--- src/rtl/div_seq_pkg.sv ---
// Shared encodings and helpers for the sequential 32-bit divider.
package div_seq_pkg;

    typedef enum logic [1:0] {
        DivFree   = 2'b00,
        DivByZero = 2'b01,
        DivOn     = 2'b10,
        DivEnd    = 2'b11
    } div_state_t;

    localparam logic DivResultReady    = 1'b1;
    localparam logic DivResultNotReady = 1'b0;
    localparam logic DivStart          = 1'b1;
    localparam logic DivStop           = 1'b0;

    function automatic logic [31:0] neg32(input logic [31:0] v);
        return ~v + 32'd1;
    endfunction

    // Magnitude of an operand; unsigned operands pass through untouched.
    function automatic logic [31:0] mag32(input logic is_signed, input logic [31:0] v);
        return (is_signed && v[31]) ? neg32(v) : v;
    endfunction

endpackage

--- src/rtl/div_seq.sv ---
// Restoring shift-subtract divider, one quotient bit per cycle; result held
// while start_i stays high, cleared when start_i drops or annul_i is raised.
module div_seq
    import div_seq_pkg::*;
(
    input  logic        clk,
    input  logic        rst,
    input  logic        signed_div_i,
    input  logic [31:0] opdata1_i,
    input  logic [31:0] opdata2_i,
    input  logic        start_i,
    input  logic        annul_i,
    output logic [63:0] result_o,
    output logic        ready_o,
    output logic        busy_o
);

    div_state_t  state;
    logic [4:0]  cnt;
    // Bit 64 of the work value is always zero until the final step, whose
    // result is taken from work_nxt directly, so it is never stored.
    logic [63:0] work;
    logic [31:0] divisor;
    logic        neg_quot;
    logic        neg_rem;

    logic [32:0] diff;
    logic [64:0] work_nxt;
    logic [31:0] quot_fix;
    logic [31:0] rem_fix;
    logic        stop;

    always_comb begin
        diff = {1'b0, work[63:32]} - {1'b0, divisor};
        if (diff[32]) begin
            work_nxt = {work[63:0], 1'b0};
        end else begin
            work_nxt = {diff[31:0], work[31:0], 1'b1};
        end
        quot_fix = neg_quot ? neg32(work_nxt[31:0])  : work_nxt[31:0];
        rem_fix  = neg_rem  ? neg32(work_nxt[64:33]) : work_nxt[64:33];
        stop     = annul_i || (start_i == DivStop);
    end

    always_ff @(posedge clk) begin
        if (rst) begin
            state    <= DivFree;
            cnt      <= '0;
            work     <= '0;
            divisor  <= '0;
            neg_quot <= 1'b0;
            neg_rem  <= 1'b0;
            result_o <= '0;
            ready_o  <= DivResultNotReady;
            busy_o   <= 1'b0;
        end else begin
            case (state)
                DivFree: begin
                    result_o <= '0;
                    ready_o  <= DivResultNotReady;
                    busy_o   <= 1'b0;
                    if (start_i == DivStart && !annul_i) begin
                        busy_o <= 1'b1;
                        if (opdata2_i == 32'd0) begin
                            state <= DivByZero;
                        end else begin
                            state    <= DivOn;
                            cnt      <= '0;
                            work     <= {31'b0, mag32(signed_div_i, opdata1_i), 1'b0};
                            divisor  <= mag32(signed_div_i, opdata2_i);
                            neg_quot <= signed_div_i && (opdata1_i[31] ^ opdata2_i[31]);
                            neg_rem  <= signed_div_i && opdata1_i[31];
                        end
                    end
                end
                DivByZero: begin
                    state  <= stop ? DivFree : DivEnd;
                    busy_o <= 1'b0;
                    result_o <= '0;
                    ready_o  <= stop ? DivResultNotReady : DivResultReady;
                end
                DivOn: begin
                    if (stop) begin
                        state    <= DivFree;
                        busy_o   <= 1'b0;
                        result_o <= '0;
                        ready_o  <= DivResultNotReady;
                    end else begin
                        work <= work_nxt[63:0];
                        cnt  <= cnt + 5'd1;
                        if (cnt == 5'd31) begin
                            state    <= DivEnd;
                            busy_o   <= 1'b0;
                            result_o <= {rem_fix, quot_fix};
                            ready_o  <= DivResultReady;
                        end
                    end
                end
                DivEnd: begin
                    if (stop) begin
                        state    <= DivFree;
                        result_o <= '0;
                        ready_o  <= DivResultNotReady;
                    end
                end
                default: state <= DivFree;
            endcase
        end
    end

endmodule

--- config.mk ---
export PLATFORM = sky130hd
export DESIGN_NAME = div_seq
export DESIGN_NICKNAME = d
export VERILOG_FILES = /design/src/rtl/div_seq_pkg.sv /design/src/rtl/div_seq.sv
export SDC_FILE = /design/constraint.sdc
export NUM_CORES = 1
export LEC_CHECK = 0
export BUFFER_PORTS_ARGS = -buffer_cell sky130_fd_sc_hd__buf_4
export CAP_MARGIN = 10
export CELL_PAD_IN_SITES_DETAIL_PLACEMENT = 1
export CELL_PAD_IN_SITES_GLOBAL_PLACEMENT = 1
export CORE_AREA = 2 2 161 163
export CTS_CLUSTER_DIAMETER = 30
export DETAILED_ROUTE_END_ITERATION = 6
export DIE_AREA = 0 0 163 165
export GPL_TIMING_DRIVEN = 0
export PLACE_DENSITY = 0.93
export SYNTH_ARGS = -nofsm -noshare
export SYNTH_HDL_FRONTEND = slang
export SYNTH_SLANG_ARGS = --single-unit
--- constraint.sdc ---
create_clock -name clk -period 13.3 [get_ports clk]
set_input_delay 1.33 -clock clk [delete_from_list [all_inputs] [get_ports clk]]
set_output_delay 1.33 -clock clk [all_outputs]
set_load 0.01 [all_outputs]
# --- Word level (Yosys, flattened, before mapping) ---
# Index checks and enable logic that the tools add are counted.
word_totals:
  in_bits: 69
  reg_bits: 171
  wordCells: 80
classes:
  muxes: 33
  eq_ne: 9
  reduce_logical: 16
  n_bitwise: 7
  add_sub_neg: 6
ops:
  columns: ["op", "count"]
  rows:
  - ["64-bit 2-to-1 mux", 6]
  - ["64-bit one-hot mux with 3 select lines", 1]
  - ["32-bit by 1-bit adder with 32-bit output, second input constant", 4]
  - ["32-bit 2-to-1 mux", 4]
  - ["32-bit inverter", 4]
  - ["64-bit one-hot mux with 2 select lines", 1]
  - ["65-bit 2-to-1 mux", 1]
  - ["32-bit by 32-bit subtractor with 33-bit output", 1]
  - ["32-bit zero test", 1]
  - ["5-bit 2-to-1 mux", 3]
  - ["2-bit 2-to-1 mux", 6]
  - ["5-bit one-hot mux with 2 select lines", 1]
  - ["2-bit inequality test, second input constant", 4]
  - ["2-bit one-hot mux with 4 select lines", 1]
  - ["1-bit 2-to-1 mux", 7]
  - ["3-bit AND reduction", 2]
  - ["5-bit by 1-bit adder with 5-bit output, second input constant", 1]
  - ["5-bit == test, second input constant", 1]
  - ["2-bit == test, second input constant", 2]
  - ["1-bit logical AND", 4]
  - ["1-bit one-hot mux with 4 select lines", 1]
  - ["2-bit AND reduction", 2]
  - ["4-bit AND reduction", 1]
  - ["3-bit inequality test, second input constant", 1]
  - ["10 further kinds", 11]

# --- Depth between registers and ports, before layout ---
# Gate-level depths: netlist of the first run.
logic_depth:
  word_depth: 8
  depth_mapped: 23
  depth_no_buf: 20

# --- Worst setup path after synthesis of the first run ---
# No wires, ideal clock.
synth_timing:
  path_kind: "reg2reg"
  from: "register work[32]"
  to: "register result_o[62]"
  path_stages_with_launch: 22
  setup_ps: 117
  period_less_slack_ps: 4902
  arrival_ps: 4785
  slack_ps: 8398
  n_path_buf: 3
  cell_sequence: "dfxtp_1 > inv_1 > ha_1 > fa_1 > nand2b_1 > a21oi_1 > o211ai_1 > a2111o_1 > nand3_2 > buf_4 > clkbuf_1 > buf_1 > nand2_1 > o21ai_0 > ha_1 > nand2_1 > or2_2 > nor3_1 > o211ai_1 > o41ai_2 > xnor2_1 > a22o_1"
synth_via:
  elab_chain_cells: 8
synth_rtl:
  columns: ["item", "line_no", "rtl"]
  rows:
  - ["from (decl)", "div_seq.sv:22", "logic [63:0] work;"]
  - ["from (signal assigned)", "div_seq.sv:69", "work <= {31'b0, mag32(signed_div_i, opdata1_i), 1'b0};"]
  - ["from (signal assigned)", "div_seq.sv:89", "work <= work_nxt[63:0];"]
  - ["32-bit by 32-bit subtractor with 33-bit output", "div_seq.sv:34", "diff = {1'b0, work[63:32]} - {1'b0, divisor};"]
  - ["65-bit 2-to-1 mux (*)", "div_seq.sv:35", "if (diff[32]) begin"]
  - ["32-bit inverter", "div_seq_pkg.sv:17", "return ~v + 32'd1;"]
  - ["32-bit by 1-bit adder with 32-bit output", "div_seq_pkg.sv:17", null]
  - ["32-bit 2-to-1 mux (*)", "div_seq.sv:41", "rem_fix = neg_rem ? neg32(work_nxt[64:33]) : work_nxt[64:33];"]
  - ["64-bit 2-to-1 mux (*)", "div_seq.sv:91", "if (cnt == 5'd31) begin"]
  - ["64-bit 2-to-1 mux (*)", "div_seq.sv:83", "if (stop) begin"]
  - ["64-bit one-hot mux with 3 select lines (*)", "div_seq.sv:57", "case (state)"]
  - ["to (signal assigned)", "div_seq.sv:94", "result_o <= {rem_fix, quot_fix};"]
  - ["to (decl)", "div_seq.sv:13", "output logic [63:0] result_o,"]
# Mark *: on every way between the ends. The rest lies on a longest branch, timed or not. The select of a mux whose other input is x is not followed.
# A chain may end at the register's enable or synchronous reset.

# --- Worst setup path after layout of the first run ---
layout_timing:
  from: "register work[32]"
  to: "register result_o[50]"
# The elaborated chain is that of the path after synthesis.

==> results of run 1 <==
layout by cell type (no fill, tap or decap), types with 7 or more instances in the layout:
cell / n
sky130_fd_sc_hd__nor2b_1: 7
sky130_fd_sc_hd__xnor2_1: 87
sky130_fd_sc_hd__inv_1: 57
sky130_fd_sc_hd__nand2_1: 191
sky130_fd_sc_hd__a211oi_1: 37
sky130_fd_sc_hd__nand2b_1: 15
sky130_fd_sc_hd__o21ai_0: 72
sky130_fd_sc_hd__and3_1: 11
sky130_fd_sc_hd__nand4_1: 8
sky130_fd_sc_hd__clkbuf_1: 54
sky130_fd_sc_hd__a31oi_1: 34
sky130_fd_sc_hd__xor2_1: 51
sky130_fd_sc_hd__mux2i_1: 14
sky130_fd_sc_hd__dfxtp_1: 171
sky130_fd_sc_hd__a22oi_1: 40
sky130_fd_sc_hd__nor2_1: 153
sky130_fd_sc_hd__nor4_1: 12
sky130_fd_sc_hd__nand3_1: 74
sky130_fd_sc_hd__and2_1: 11
sky130_fd_sc_hd__o31ai_1: 25
sky130_fd_sc_hd__ha_1: 43
sky130_fd_sc_hd__o211ai_1: 10
sky130_fd_sc_hd__or4_1: 18
sky130_fd_sc_hd__or3_1: 17
sky130_fd_sc_hd__clkbuf_16: 17
sky130_fd_sc_hd__o41ai_1: 9
sky130_fd_sc_hd__buf_2: 18
sky130_fd_sc_hd__buf_1: 12
sky130_fd_sc_hd__nor3_1: 35
sky130_fd_sc_hd__o31a_1: 10
sky130_fd_sc_hd__a22o_1: 25
sky130_fd_sc_hd__buf_4: 138
sky130_fd_sc_hd__a21oi_1: 113
sky130_fd_sc_hd__a21o_1: 14
kinds of logic (layout without fill, tap and decap cells):
family / Yosys count / count (layout) / synth area share
simple gates: 579 / 579 / 0.236
compound gates: 432 / 432 / 0.247
flops: 171 / 171 / 0.294
buf+inv: 153 / 319 / 0.0558
xor+xnor: 138 / 138 / 0.104
fa+ha+maj: 44 / 44 / 0.0480
mux: 17 / 17 / 0.0149
other cells: 0 / 1 / 0
power by group:
part           internal (W)  switching [W]  leakage [nW]  total (W)
logic              0.000272       0.000607          3.77   0.000879
clock network      0.000289       0.000260         0.297   0.000550
registers          0.000549      0.0000407          1.38   0.000589
worst max-delay path, stage by stage (launching register included):
cell                       delay, ns
sky130_fd_sc_hd__dfxtp_1        0.38
sky130_fd_sc_hd__inv_1          0.09
sky130_fd_sc_hd__ha_1           0.23
sky130_fd_sc_hd__fa_1           0.43
sky130_fd_sc_hd__nand2b_1       0.20
sky130_fd_sc_hd__a21oi_1        0.43
sky130_fd_sc_hd__o211ai_1       0.30
sky130_fd_sc_hd__a2111o_1       0.52
sky130_fd_sc_hd__nand3_2        0.23
sky130_fd_sc_hd__buf_4          0.27
sky130_fd_sc_hd__clkbuf_1       0.46
sky130_fd_sc_hd__buf_1          0.59
sky130_fd_sc_hd__nor2_1         0.09
sky130_fd_sc_hd__a21oi_1        0.53
sky130_fd_sc_hd__inv_1          0.09
sky130_fd_sc_hd__ha_1           0.25
sky130_fd_sc_hd__nand2_1        0.08
sky130_fd_sc_hd__nor2_1         0.08
sky130_fd_sc_hd__nand3_1        0.14
sky130_fd_sc_hd__nor2_1         0.10
sky130_fd_sc_hd__o211ai_1       0.55
sky130_fd_sc_hd__o21ai_0        0.23
sky130_fd_sc_hd__xnor2_1        0.35
sky130_fd_sc_hd__a22o_1         0.17
state kept, by name, indices dropped and copies added, names as in the netlist:
signal	count
busy_o	1
cnt	5
divisor	32
neg_quot	1
neg_rem	1
ready_o	1
result_o	64
state	2
work	64
area by class of cell:
class,count,area share
multi-input combinational,1210,0.553
sequential,171,0.250
clock buffer,17,0.0311
buffer,93,0.0310
antenna,1,0.000183
timing repair buffer,134,0.0735
clock inverter,15,0.0148
tap,330,0.0302
inverter,60,0.0165
worst max-delay path by stage:
stage | start | to | slack, ns
floorplan | work[32]$_SDFFE_PP0P_ | result_o[62]$_SDFFE_PP0P_ | 8.40
global placement | work[32]$_SDFFE_PP0P_ | result_o[50]$_SDFFE_PP0P_ | 6.90
detailed placement | work[32]$_SDFFE_PP0P_ | result_o[50]$_SDFFE_PP0P_ | 6.87
CTS | work[32]$_SDFFE_PP0P_ | result_o[50]$_SDFFE_PP0P_ | 6.65
global route | work[32]$_SDFFE_PP0P_ | result_o[50]$_SDFFE_PP0P_ | 6.07
finish | work[32]$_SDFFE_PP0P_ | result_o[50]$_SDFFE_PP0P_ | 6.43
stage by stage:
stage	worst slack [ns]	total power [W]	area, sq um
finish	6.43	0.00202	13700
global route	6.07	0.00209	13700
CTS	6.65	0.00198	13700
detailed placement	6.87	0.00142	13100
global placement	6.90	0.00139	13100
floorplan	8.40	0.00115	11600
layer usage:
| metal | part of all wire | up-vias | wire (microns) | global-route usage |
|---|---|---|---|---|
| met1 | 0.42 | 6330 | 20000 | 0.456 |
| met2 | 0.45 | 667 | 21500 | 0.567 |
| met5 | 0 | - | 0 | 0 |
| met3 | 0.085 | 172 | 4020 | 0.0706 |
| met4 | 0.041 | 0 | 1930 | 0.150 |
| li1 | - | 5810 | - | - |
==> impl_table.tex, run 1 <==
\begin{tabular}{lr}
\hline
Metric & Value \\
\hline
\multicolumn{2}{l}{\textbf{Hold path}} \\
Min-delay src & cnt[4]\$\_SDFFE\_PP0P\_ \\
Worst hold stages & 2 \\
Hold/Removal Path Class & flop to flop \\
Worst min-delay path endpoint & cnt[4]\$\_SDFFE\_PP0P\_ \\
\multicolumn{2}{l}{\textbf{Yosys}} \\
Top\_reg\_cell synth & sky130\_fd\_sc\_hd\_\_dfxtp\_1 \\
Syn\_nets & 1647 \\
Syn\_area\_per\_cell & 7.59 sq um \\
Total number of yosys warnings & 0 \\
Top cells by area in the synthesized netlist & sky130\_fd\_sc\_hd\_\_dfxtp\_1 29\%, sky130\_fd\_sc\_hd\_\_xnor2\_1 6.5\%, sky130\_fd\_sc\_hd\_\_nand2\_1 6.2\% \\
\#FFs+latches synth & 171 \\
Share of synthesized area occupied by flip-flops and latches & 0.294 \\
Fraction of synthesis flops using an asynchronous set or reset pin & 0 \\
Number of enable flip-flop cells after synthesis & 0 \\
Portion of synthesized cell area occupied by the leading cell type & 0.294 \\
Synth area leader & sky130\_fd\_sc\_hd\_\_dfxtp\_1 \\
Most used standard cell by instance count after synthesis & sky130\_fd\_sc\_hd\_\_nand2\_1 \\
Commonest cells post-synth & 191 x sky130\_fd\_sc\_hd\_\_nand2\_1, 171 x sky130\_fd\_sc\_hd\_\_dfxtp\_1, 153 x sky130\_fd\_sc\_hd\_\_nor2\_1 \\
Post-Synthesis Cell Area & 11600 sq um \\
Cell count after synthesis & 1534 \\
Number of unique standard cell types used by synthesis & 77 \\
\multicolumn{2}{l}{\textbf{Die}} \\
Floorplan row count & 58 \\
IO Count & 135 \\
Core outline area & 25000 sq um \\
Die footprint & 26900 sq um \\
Floorplan die height & 165 microns \\
X dimension of the die & 163 microns \\
Initial core utilization & 0.465 \\
\multicolumn{2}{l}{\textbf{Critical path}} \\
Type of destination of the critical path & flop \\
Critical register-to-register path startpoint & work[32]\$\_SDFFE\_PP0P\_ \\
Setup slack on the worst flop-to-flop path & 6.43 ns \\
Required time of the worst setup path & 13.69 ns \\
Largest driver fanout on the critical path & 10 \\
R2r endpoint & result\_o[50]\$\_SDFFE\_PP0P\_ \\
Worst R2R Path Depth & 23 \\
Worst Setup Start Kind & flop \\
Worst Path Arrival & 7.26 ns \\
Crit Path Category & flop to flop \\
\multicolumn{2}{l}{\textbf{Timing}} \\
Crit path time final & 6.87 ns \\
Worst slew margin relative to its limit & 0.295 \\
Setup tns final & 0 ns \\
Final-report setup violation count & 0 \\
Period utilisation layout & 0.516 \\
Hold\_ws & 0.464 ns \\
Final hold vios & 0 \\
Count of pins over their slew limit & 0 \\
Actual slew at the worst max-slew pin & 1.05 ns \\
Unrepaired setup endpoints after global routing & false \\
FMAX & 146 MHz \\
Clock Skews & 0.0135 ns \\
\multicolumn{2}{l}{\textbf{Clock network}} \\
Root cell of the clock tree & sky130\_fd\_sc\_hd\_\_clkbuf\_16 \\
TritonCTS clock tree & yes \\
Hold buffer count at CTS & 0 \\
Inserted Clock Buffers & 17 \\
Post-CTS resize count & 0 \\
Number of buffers inserted to repair setup after CTS & 0 \\
CTS Sinks & 171 \\
Clock latency at the later pin of the worst-skew pair & 0.45 ns \\
Clk slew on worst S/H paths & 0.08 ns \\
H-tree depth & 4 \\
Buffer levels on the longest clock path & 2 \\
\multicolumn{2}{l}{\textbf{Routing}} \\
Number of DRC markers after the initial detailed-route iteration & 1492 \\
Routed vias & 13000 \\
Detail Route Antenna Nets & 0 \\
Vias/cell & 6.39 \\
Wire length reported by the detailed router & 47500 microns \\
Number of iterations in the first detailed-routing pass & 7 \\
DR WL/cell & 23.4 microns \\
Detailed-route DRC error count & 6 \\
\multicolumn{2}{l}{\textbf{Cells and area}} \\
Post-synthesis to final-layout area growth & 17.6\% \\
Number of standard cells in the layout, taps in and fillers out & 2031 \\
Fill count & 3145 \\
Register area & 3420 sq um \\
Total Nets Final & 1800 \\
Multi-input gate area in the final layout & 7560 sq um \\
Utilization of the core after routing & 0.547 \\
Fraction of final layout cells with drive strength greater than 1 & 0.130 \\
\multicolumn{2}{l}{\textbf{Place}} \\
Gpl congestion & 0.954 \\
Dpl hpwl & 35500 microns \\
Count of buffers from port buffering & 134 \\
Cells after DPL & 1998 \\
\multicolumn{2}{l}{\textbf{Status}} \\
Violated checks & design-rule violations \\
Run status & finished with violations \\
\multicolumn{2}{l}{\textbf{Global route}} \\
Via count of the first global-routing pass & 13100 \\
Number of antenna violations at the first check in global routing & 1 \\
Overall overflow remaining after global route & 0 \\
Pin count of the biggest net entering global routing & 19 \\
Total Routing Usage GR & 0.351 \\
Global-route wire length before repair & 73600 microns \\
\multicolumn{2}{l}{\textbf{Power}} \\
Leakage power of the design & 5.45 nW \\
Worst IR drop on VDD & 0.000108 V \\
Power Dens Cells & 147 nW/um\^{}2 \\
\multicolumn{2}{l}{\textbf{Run}} \\
Max-cap viol count & 0 \\
\hline
\end{tabular}
No activity file was read; power rests on OpenSTA's default activity.
==> run 2: changes to the inputs <==
CORE_AREA = 2 2 174 176   (was 2 2 161 163)
DIE_AREA = 0 0 176 178   (was 0 0 163 165)
PLACE_DENSITY = 0.85   (was 0.93)
clock period = 5.73 ns   (was 13.3 ns; I/O delays follow)
==> run 2 against run 1 <==
Effect of this change:
- the flow now finishes without violations
- sequential share of layout area down 0.20 points
- non-clock buffer count up 2
- critical path depth down 1
- flip-flop and latch count unchanged
- first-iteration DRC count down 45%
- sequential power up 130%
- total power up 130%
- clock-buffer cell count unchanged
- maximum frequency up 24%
- clock power up 120%
- highest routed layer unchanged
==> impl_table.tex, run 2 (synthesized netlist as in run 1, its figures left out) <==
\begin{tabular}{lr}
\hline
Metric & Value \\
\hline
\multicolumn{2}{l}{\textbf{Critical path}} \\
Worst R2R Path Depth & 22 (-4.3\%) \\
Worst Setup Start Kind & flop \\
Critical register-to-register path startpoint & work[32]\$\_SDFFE\_PP0P\_ \\
Required time of the worst setup path & 6.08 ns (-7.61 ns) \\
Largest driver fanout on the critical path & 10 (unchanged) \\
R2r endpoint & result\_o[62]\$\_SDFFE\_PP0P\_ \\
Worst Path Arrival & 5.88 ns (-1.38 ns) \\
Crit Path Category & flop to flop \\
Type of destination of the critical path & flop \\
Setup slack on the worst flop-to-flop path & 0.20 ns (-6.23 ns) \\
\multicolumn{2}{l}{\textbf{Routing}} \\
DR WL/cell & 21.5 microns (-8.0\%) \\
Number of iterations in the first detailed-routing pass & 4 (-3) \\
Number of DRC markers after the initial detailed-route iteration & 814 (-45\%) \\
Detail Route Antenna Nets & 0 (unchanged) \\
Vias/cell & 5.93 (-7.3\%) \\
Routed vias & 12400 (-4.4\%) \\
Detailed-route DRC error count & 0 (-6) \\
Wire length reported by the detailed router & 45000 microns (-5.2\%) \\
\multicolumn{2}{l}{\textbf{Power}} \\
Sw frac & 0.450 (about the same) \\
Internal Dissipation & 0.00253 W (+130\%) \\
Part of the power in combinational logic & 0.441 (+0.005) \\
Leakage power of the design & 5.48 nW (+0.48\%) \\
Share of total power in the clock network & 0.263 (-0.009) \\
Share of total power in sequential cells & 0.297 (+0.005) \\
Overall power of the completed layout & 0.00460 W (+130\%) \\
Worst IR drop on VDD & 0.000222 V (+110\%) \\
Power Dens Cells & 333 nW/um\^{}2 (+130\%) \\
Reported net switching power & 0.00207 W (+130\%) \\
\multicolumn{2}{l}{\textbf{Timing}} \\
Count of pins over their slew limit & 0 (unchanged) \\
Final-report setup violation count & 0 (unchanged) \\
Actual slew at the worst max-slew pin & 0.903 ns (-0.150 ns) \\
Period utilisation layout & 0.965 (+0.449) \\
Final worst slack & 0.201 ns (-6.23 ns) \\
Worst slew margin relative to its limit & 0.393 (+0.0973) \\
Crit path time final & 5.53 ns (-1.34 ns) \\
Unrepaired setup endpoints after global routing & false \\
Final hold vios & 0 (unchanged) \\
FMAX & 181 MHz (+24\%) \\
Clock Skews & 0.0115 ns (-0.00196 ns) \\
\multicolumn{2}{l}{\textbf{Hold path}} \\
Min-delay src & opdata2\_i[0] \\
Hold/Removal Path Class & input port to flop \\
Worst min-delay path endpoint & divisor[0]\$\_SDFFE\_PP0P\_ \\
Worst hold stages & 3 (+1) \\
\multicolumn{2}{l}{\textbf{Cells and area}} \\
Leading cell types in the layout, fill and taps excluded & 191 x sky130\_fd\_sc\_hd\_\_nand2\_1, 171 x sky130\_fd\_sc\_hd\_\_dfxtp\_1, 151 x sky130\_fd\_sc\_hd\_\_nor2\_1 \\
Post-synthesis to final-layout area growth & 18.6\% \\
Utilization of the core after routing & 0.469 (-0.0773) \\
Final instance area & 13800 sq um (+0.82\%) \\
Most common cell after layout, fill and taps aside & sky130\_fd\_sc\_hd\_\_nand2\_1 \\
Total Nets Final & 1802 (+0.11\%) \\
Number of standard cells in the layout, taps in and fillers out & 2093 (+3.1\%) \\
Registers with the most flip-flops & result\_o (64), work (64), divisor (32) \\
Fraction of final layout cells with drive strength greater than 1 & 0.139 (+0.00866) \\
\multicolumn{2}{l}{\textbf{Global route}} \\
Via count of the first global-routing pass & 12400 (-5.4\%) \\
Total Routing Usage GR & 0.286 (-0.0652) \\
Global-route wire length before repair & 69900 microns (-5.1\%) \\
Overall overflow remaining after global route & 0 (unchanged) \\
Number of antenna violations at the first check in global routing & 1 (unchanged) \\
Pin count of the biggest net entering global routing & 20 (+1) \\
\multicolumn{2}{l}{\textbf{Place}} \\
Post-detailed-placement cell area & 13100 sq um (+0.57\%) \\
Dpl hpwl & 35500 microns (-0.11\%) \\
Gpl congestion & 0.922 (-3.3\%) \\
Count of buffers from port buffering & 134 (unchanged) \\
Cells after DPL & 2058 (+3.0\%) \\
Worst setup timing slack at the placement stage & -0.905 ns (-7.78 ns) \\
\multicolumn{2}{l}{\textbf{Clock network}} \\
Buffer levels on the longest clock path & 2 (unchanged) \\
Clock latency at the later pin of the worst-skew pair & 0.45 ns (about the same) \\
H-tree depth & 4 (unchanged) \\
Clk slew on worst S/H paths & 0.08 ns (about the same) \\
Root cell of the clock tree & sky130\_fd\_sc\_hd\_\_clkbuf\_16 \\
CTS Sinks & 171 (unchanged) \\
Hold buffer count at CTS & 0 (unchanged) \\
Inserted Clock Buffers & 17 (unchanged) \\
TritonCTS clock tree & yes \\
\multicolumn{2}{l}{\textbf{Die}} \\
X dimension of the die & 176 microns (+8.0\%) \\
Core outline area & 29400 sq um (+17\%) \\
Floorplan row count & 63 (+8.6\%) \\
Initial core utilization & 0.396 (-0.0690) \\
Floorplan die height & 178 microns (+7.9\%) \\
Die footprint & 31300 sq um (+16\%) \\
IO Count & 135 (unchanged) \\
\multicolumn{2}{l}{\textbf{Status}} \\
Run status & complete, no violations \\
\multicolumn{2}{l}{\textbf{Run}} \\
Max-cap viol count & 0 (unchanged) \\
\hline
\end{tabular}
run 2: cell types whose count changed in the layout (fill, tap and decap cells not counted), moves of 2 or more:
| cell | before | now |
|---|---|---|
| sky130_fd_sc_hd__nor2_1 | 153 | 151 |
| sky130_fd_sc_hd__clkinvlp_4 | 3 | 1 |
| sky130_fd_sc_hd__inv_8 | 4 | 6 |
| sky130_fd_sc_hd__clkbuf_2 | 0 | 2 |
| sky130_fd_sc_hd__clkbuf_1 | 54 | 50 |
| sky130_fd_sc_hd__a21oi_2 | 0 | 2 |
| sky130_fd_sc_hd__buf_4 | 138 | 142 |
| sky130_fd_sc_hd__a21oi_1 | 113 | 110 |
| sky130_fd_sc_hd__bufinv_16 | 2 | 0 |
run 2: routing by layer:
layer,GRT usage,share of wire,up-vias
li1,-,-,5823
met1,0.389,0.45,6053
met2,0.462,0.45,446
met3,0.0435,0.067,81
met4,0.0999,0.027,0
met5,0,0,-
run 2: layout make-up:
class                      count  area, sq um
fill                        3687        15600
multi-input combinational   1210         7600
sequential                   171         3420
timing repair buffer         137         1030
tap                          390          488
buffer                        92          430
clock buffer                  17          425
inverter                      60          225
clock inverter                15          171
antenna                        1         2.50
run 2: worst max-delay path, cell delays in order (launching register included):
cell and delay, ns:
sky130_fd_sc_hd__dfxtp_1 0.38, sky130_fd_sc_hd__inv_1 0.10, sky130_fd_sc_hd__ha_1 0.23, sky130_fd_sc_hd__fa_1 0.40, sky130_fd_sc_hd__nand2b_1 0.23, sky130_fd_sc_hd__a21oi_4 0.25
sky130_fd_sc_hd__o211ai_1 0.19, sky130_fd_sc_hd__a2111o_1 0.49, sky130_fd_sc_hd__nand3_2 0.21, sky130_fd_sc_hd__buf_4 0.26, sky130_fd_sc_hd__clkbuf_4 0.25, sky130_fd_sc_hd__buf_4 0.25
sky130_fd_sc_hd__nand2_1 0.09, sky130_fd_sc_hd__o21ai_2 0.12, sky130_fd_sc_hd__ha_2 0.28, sky130_fd_sc_hd__nand2_1 0.10, sky130_fd_sc_hd__or2_2 0.34, sky130_fd_sc_hd__nor3_2 0.20
sky130_fd_sc_hd__o211ai_1 0.15, sky130_fd_sc_hd__buf_4 0.23, sky130_fd_sc_hd__o41ai_2 0.36, sky130_fd_sc_hd__xnor2_1 0.11, sky130_fd_sc_hd__a22o_1 0.19
run 2: worst max-delay path by stage:
stage                     startpoint                   endpoint  cells after the start
2_1_floorplan  work[32]$_SDFFE_PP0P_  result_o[62]$_SDFFE_PP0P_                     21
6_report       work[32]$_SDFFE_PP0P_  result_o[62]$_SDFFE_PP0P_                     22
3_5_place_dp   work[32]$_SDFFE_PP0P_  result_o[62]$_SDFFE_PP0P_                     21
3_3_place_gp   work[32]$_SDFFE_PP0P_  result_o[50]$_SDFFE_PP0P_                     23
4_1_cts        work[39]$_SDFFE_PP0P_  result_o[62]$_SDFFE_PP0P_                     20
5_1_grt        work[32]$_SDFFE_PP0P_  result_o[62]$_SDFFE_PP0P_                     22
run 2: power by group through the flow:
stage,combinational [W],sequential (W),clock (W)
final,0.00203,0.00136,0.00121
after global routing,0.00219,0.00137,0.00126
after CTS,0.00196,0.00136,0.00121
after detailed placement,0.00191,0.00139,0
after global placement,0.00185,0.00138,0
after floorplan,0.00132,0.00135,0
run 2: metrics by stage:
| stage | hold slack, ns | TNS, ns |
|---|---|---|
| after global routing | 0.418 | 0 |
| after floorplan | 0.436 | 0 |
| after detailed placement | 0.460 | -8.49 |
| after global placement | 0.445 | -6.29 |
| final | 0.390 | 0 |
| after CTS | 0.384 | 0 |
run 2: what timing repair did:
action                                 CTS  global route
buffers inserted                         3             0
endpoints found under the hold margin    0             0
gates resized for setup                  6            14
setup endpoints to repair               14            14
gates cloned                             0             0
pin swaps                                2             0
==> run 3: changes to the inputs <==
REMOVE_ABC_BUFFERS = 1   (was not set)
SKIP_CTS_REPAIR_TIMING = 1   (was not set)
==> run 3 against run 2 <==
Effect of this change:
- via count fell by 3.5%
- sequential power is essentially flat
- sequential share of layout area rose by 0.54 points
- setup slack gained 0.13 ns
- non-clock buffer count is 87 lower
- largest power group unchanged
- register-to-register slack better by 0.13 ns
- utilization shrank 1.0 points
- global-route usage shrank 3.4 points
==> impl_table.tex, run 3 (synthesized netlist as in run 1, its figures left out) <==
\begin{tabular}{lr}
\hline
Metric & Value \\
\hline
\multicolumn{2}{l}{\textbf{Die}} \\
Initial core utilization & 0.396 (unchanged) \\
Floorplan die height & 178 microns (unchanged) \\
Floorplan row count & 63 (unchanged) \\
Core outline area & 29400 sq um (unchanged) \\
Die footprint & 31300 sq um (unchanged) \\
IO Count & 135 (unchanged) \\
X dimension of the die & 176 microns (unchanged) \\
\multicolumn{2}{l}{\textbf{Global route}} \\
Number of antenna violations at the first check in global routing & 0 (-1) \\
Via count of the first global-routing pass & 12200 (-1.6\%) \\
Global-route wire length before repair & 63600 microns (-9.0\%) \\
Total Routing Usage GR & 0.252 (-0.0335) \\
Pin count of the biggest net entering global routing & 108 (+440\%) \\
Overall overflow remaining after global route & 0 (unchanged) \\
\multicolumn{2}{l}{\textbf{Cells and area}} \\
Fraction of final layout cells with drive strength greater than 1 & 0.129 (-0.00979) \\
Utilization of the core after routing & 0.459 (-0.0100) \\
Fill count & 3641 (-1.2\%) \\
Final instance area & 13500 sq um (-2.1\%) \\
Leading cell types in the layout, fill and taps excluded & 191 x sky130\_fd\_sc\_hd\_\_nand2\_1, 171 x sky130\_fd\_sc\_hd\_\_dfxtp\_1, 149 x sky130\_fd\_sc\_hd\_\_nor2\_1 \\
Most common cell after layout, fill and taps aside & sky130\_fd\_sc\_hd\_\_nand2\_1 \\
Multi-input gate area in the final layout & 7600 sq um (unchanged) \\
Number of inserted diodes & 0 (-1) \\
Number of standard cells in the layout, taps in and fillers out & 2004 (-4.3\%) \\
Register area & 3420 sq um (unchanged) \\
Post-synthesis to final-layout area growth & 16.1\% \\
Registers with the most flip-flops & result\_o (64), work (64), divisor (32) \\
Total Nets Final & 1715 (-4.8\%) \\
\multicolumn{2}{l}{\textbf{Clock network}} \\
TritonCTS clock tree & yes \\
Buffer levels on the longest clock path & 2 (unchanged) \\
Clock latency at the later pin of the worst-skew pair & 0.45 ns (about the same) \\
CTS Sinks & 171 (unchanged) \\
H-tree depth & 4 (unchanged) \\
Clk slew on worst S/H paths & 0.07 ns (about the same) \\
Inserted Clock Buffers & 17 (unchanged) \\
Root cell of the clock tree & sky130\_fd\_sc\_hd\_\_clkbuf\_16 \\
\multicolumn{2}{l}{\textbf{Critical path}} \\
Slowest CP cell & sky130\_fd\_sc\_hd\_\_a2111o\_1 \\
Worst Setup Start Kind & flop \\
Required time of the worst setup path & 6.07 ns (about the same) \\
Worst Path Arrival & 5.74 ns (-0.14 ns) \\
Slowest cell delay on critical path & 0.52 ns (+0.03 ns) \\
Crit Path Category & flop to flop \\
Chain of cells forming the critical path & inv\_1 -> ha\_1 -> fa\_1 -> nand2b\_1 -> a21oi\_2 -> o211ai\_1 -> a2111o\_1 -> nand3\_4 -> buf\_12 -> nand2\_1 -> o21ai\_0 -> ha\_1 -> nand2\_1 -> or2\_2 -> nor3\_1 -> o211ai\_1 -> o41ai\_2 -> xnor2\_1 -> a22o\_1 \\
Type of destination of the critical path & flop \\
Largest driver fanout on the critical path & 35 (+25) \\
\multicolumn{2}{l}{\textbf{Power}} \\
Power Dens Cells & 334 nW/um\^{}2 (+0.16\%) \\
Share of total power in sequential cells & 0.302 (+0.005) \\
Internal Dissipation & 0.00256 W (+1.2\%) \\
Reported net switching power & 0.00195 W (-5.8\%) \\
Share of total power in the clock network & 0.273 (+0.010) \\
Leakage power of the design & 5.33 nW (-2.8\%) \\
Worst IR drop on VDD & 0.000230 V (+3.6\%) \\
Part of the power in combinational logic & 0.426 (-0.015) \\
Sw frac & 0.432 (-0.0178) \\
\multicolumn{2}{l}{\textbf{Place}} \\
Gpl congestion & 0.897 (-2.7\%) \\
Dpl hpwl & 28200 microns (-20\%) \\
Cells after DPL & 1972 (-4.2\%) \\
Post-detailed-placement cell area & 12900 sq um (-1.9\%) \\
Count of buffers from port buffering & 134 (unchanged) \\
\multicolumn{2}{l}{\textbf{Status}} \\
Run status & complete, no violations \\
\multicolumn{2}{l}{\textbf{Hold path}} \\
Hold/Removal Path Class & input port to flop \\
\multicolumn{2}{l}{\textbf{Timing}} \\
Setup tns final & 0 ns (unchanged) \\
Worst slew margin relative to its limit & 0.124 (-0.269) \\
Clock Skews & 0.0160 ns (+0.00448 ns) \\
Count of pins over their slew limit & 0 (unchanged) \\
Final-report setup violation count & 0 (unchanged) \\
FMAX & 185 MHz (+2.3\%) \\
Actual slew at the worst max-slew pin & 1.30 ns (+0.400 ns) \\
Final hold vios & 0 (unchanged) \\
Period utilisation layout & 0.943 (-0.0219) \\
Hold\_ws & 0.406 ns (+0.0164 ns) \\
Crit path time final & 5.40 ns (-0.125 ns) \\
\multicolumn{2}{l}{\textbf{Routing}} \\
Number of DRC markers after the initial detailed-route iteration & 710 (-13\%) \\
DR WL/cell & 19.8 microns (-7.9\%) \\
Detailed-route DRC error count & 0 (unchanged) \\
Wire length reported by the detailed router & 39700 microns (-12\%) \\
Number of iterations in the first detailed-routing pass & 5 (+1) \\
Amount of wire on met2 after detailed routing & 19700 microns (-3.5\%) \\
Vias/cell & 5.97 (+0.75\%) \\
Detail Route Antenna Nets & 0 (unchanged) \\
Highest signal layer in the routed design & met4 \\
Routed metal-1 wire length & 16800 microns (-17\%) \\
Routed vias & 12000 (-3.5\%) \\
Wire length on met3 & 1510 microns (-50\%) \\
\multicolumn{2}{l}{\textbf{Run}} \\
Max-cap viol count & 0 (unchanged) \\
\hline
\end{tabular}
## run 3: final cells by class
class                           instances  area share
Tap cell                              390      0.0361
Clock inverter                         13      0.0115
Inverter                               60      0.0167
Timing Repair Buffer                  142      0.0866
Sequential cell                       171       0.253
Multi-Input combinational cell       1210       0.563
Clock buffer                           18      0.0325
## run 3: critical path: cells and delay by family, from the launching register on
family	cells	cell delay, ns
compound gates	7	2.28
xor+xnor	1	0.11
fa+ha+maj	3	0.92
buf+inv	2	0.32
flops	1	0.38
simple gates	6	1.27
## run 3: final timing paths
kind	from	to	slack [ns]	cells past startpoint
worst max-delay path	work[32]$_SDFFE_PP0P_	result_o[62]$_SDFFE_PP0P_	0.33	19
worst min-delay path	opdata2_i[0]	divisor[0]$_SDFFE_PP0P_	0.41	3
worst max register to register	work[32]$_SDFFE_PP0P_	result_o[62]$_SDFFE_PP0P_	0.33	19
worst min register to register	divisor[6]$_SDFFE_PP0P_	divisor[6]$_SDFFE_PP0P_	0.47	2
## run 3: power groups by stage
| stage | sequential [W] | combinational, W | clock, W |
|---|---|---|---|
| floorplan | 0.00136 | 0.00124 | 0 |
| global placement | 0.00138 | 0.00174 | 0 |
| detailed placement | 0.00138 | 0.00184 | 0 |
| CTS | 0.00136 | 0.00188 | 0.00124 |
| global route | 0.00137 | 0.00208 | 0.00129 |
| finish | 0.00136 | 0.00192 | 0.00123 |
## run 3: layer usage
layer,GRT usage,up-vias
li1,-,5650
met2,0.445,323
met5,0,-
met3,0.0369,98
met1,0.304,5894
met4,0.113,0
## run 3: stage by stage
| stage | power, W | setup slack (ns) |
|---|---|---|
| floorplan | 0.00260 | 0.633 |
| global placement | 0.00311 | -3.27 |
| detailed placement | 0.00322 | -0.222 |
| CTS | 0.00448 | -0.415 |
| global route | 0.00474 | -0.00833 |
| finish | 0.00451 | 0.326 |
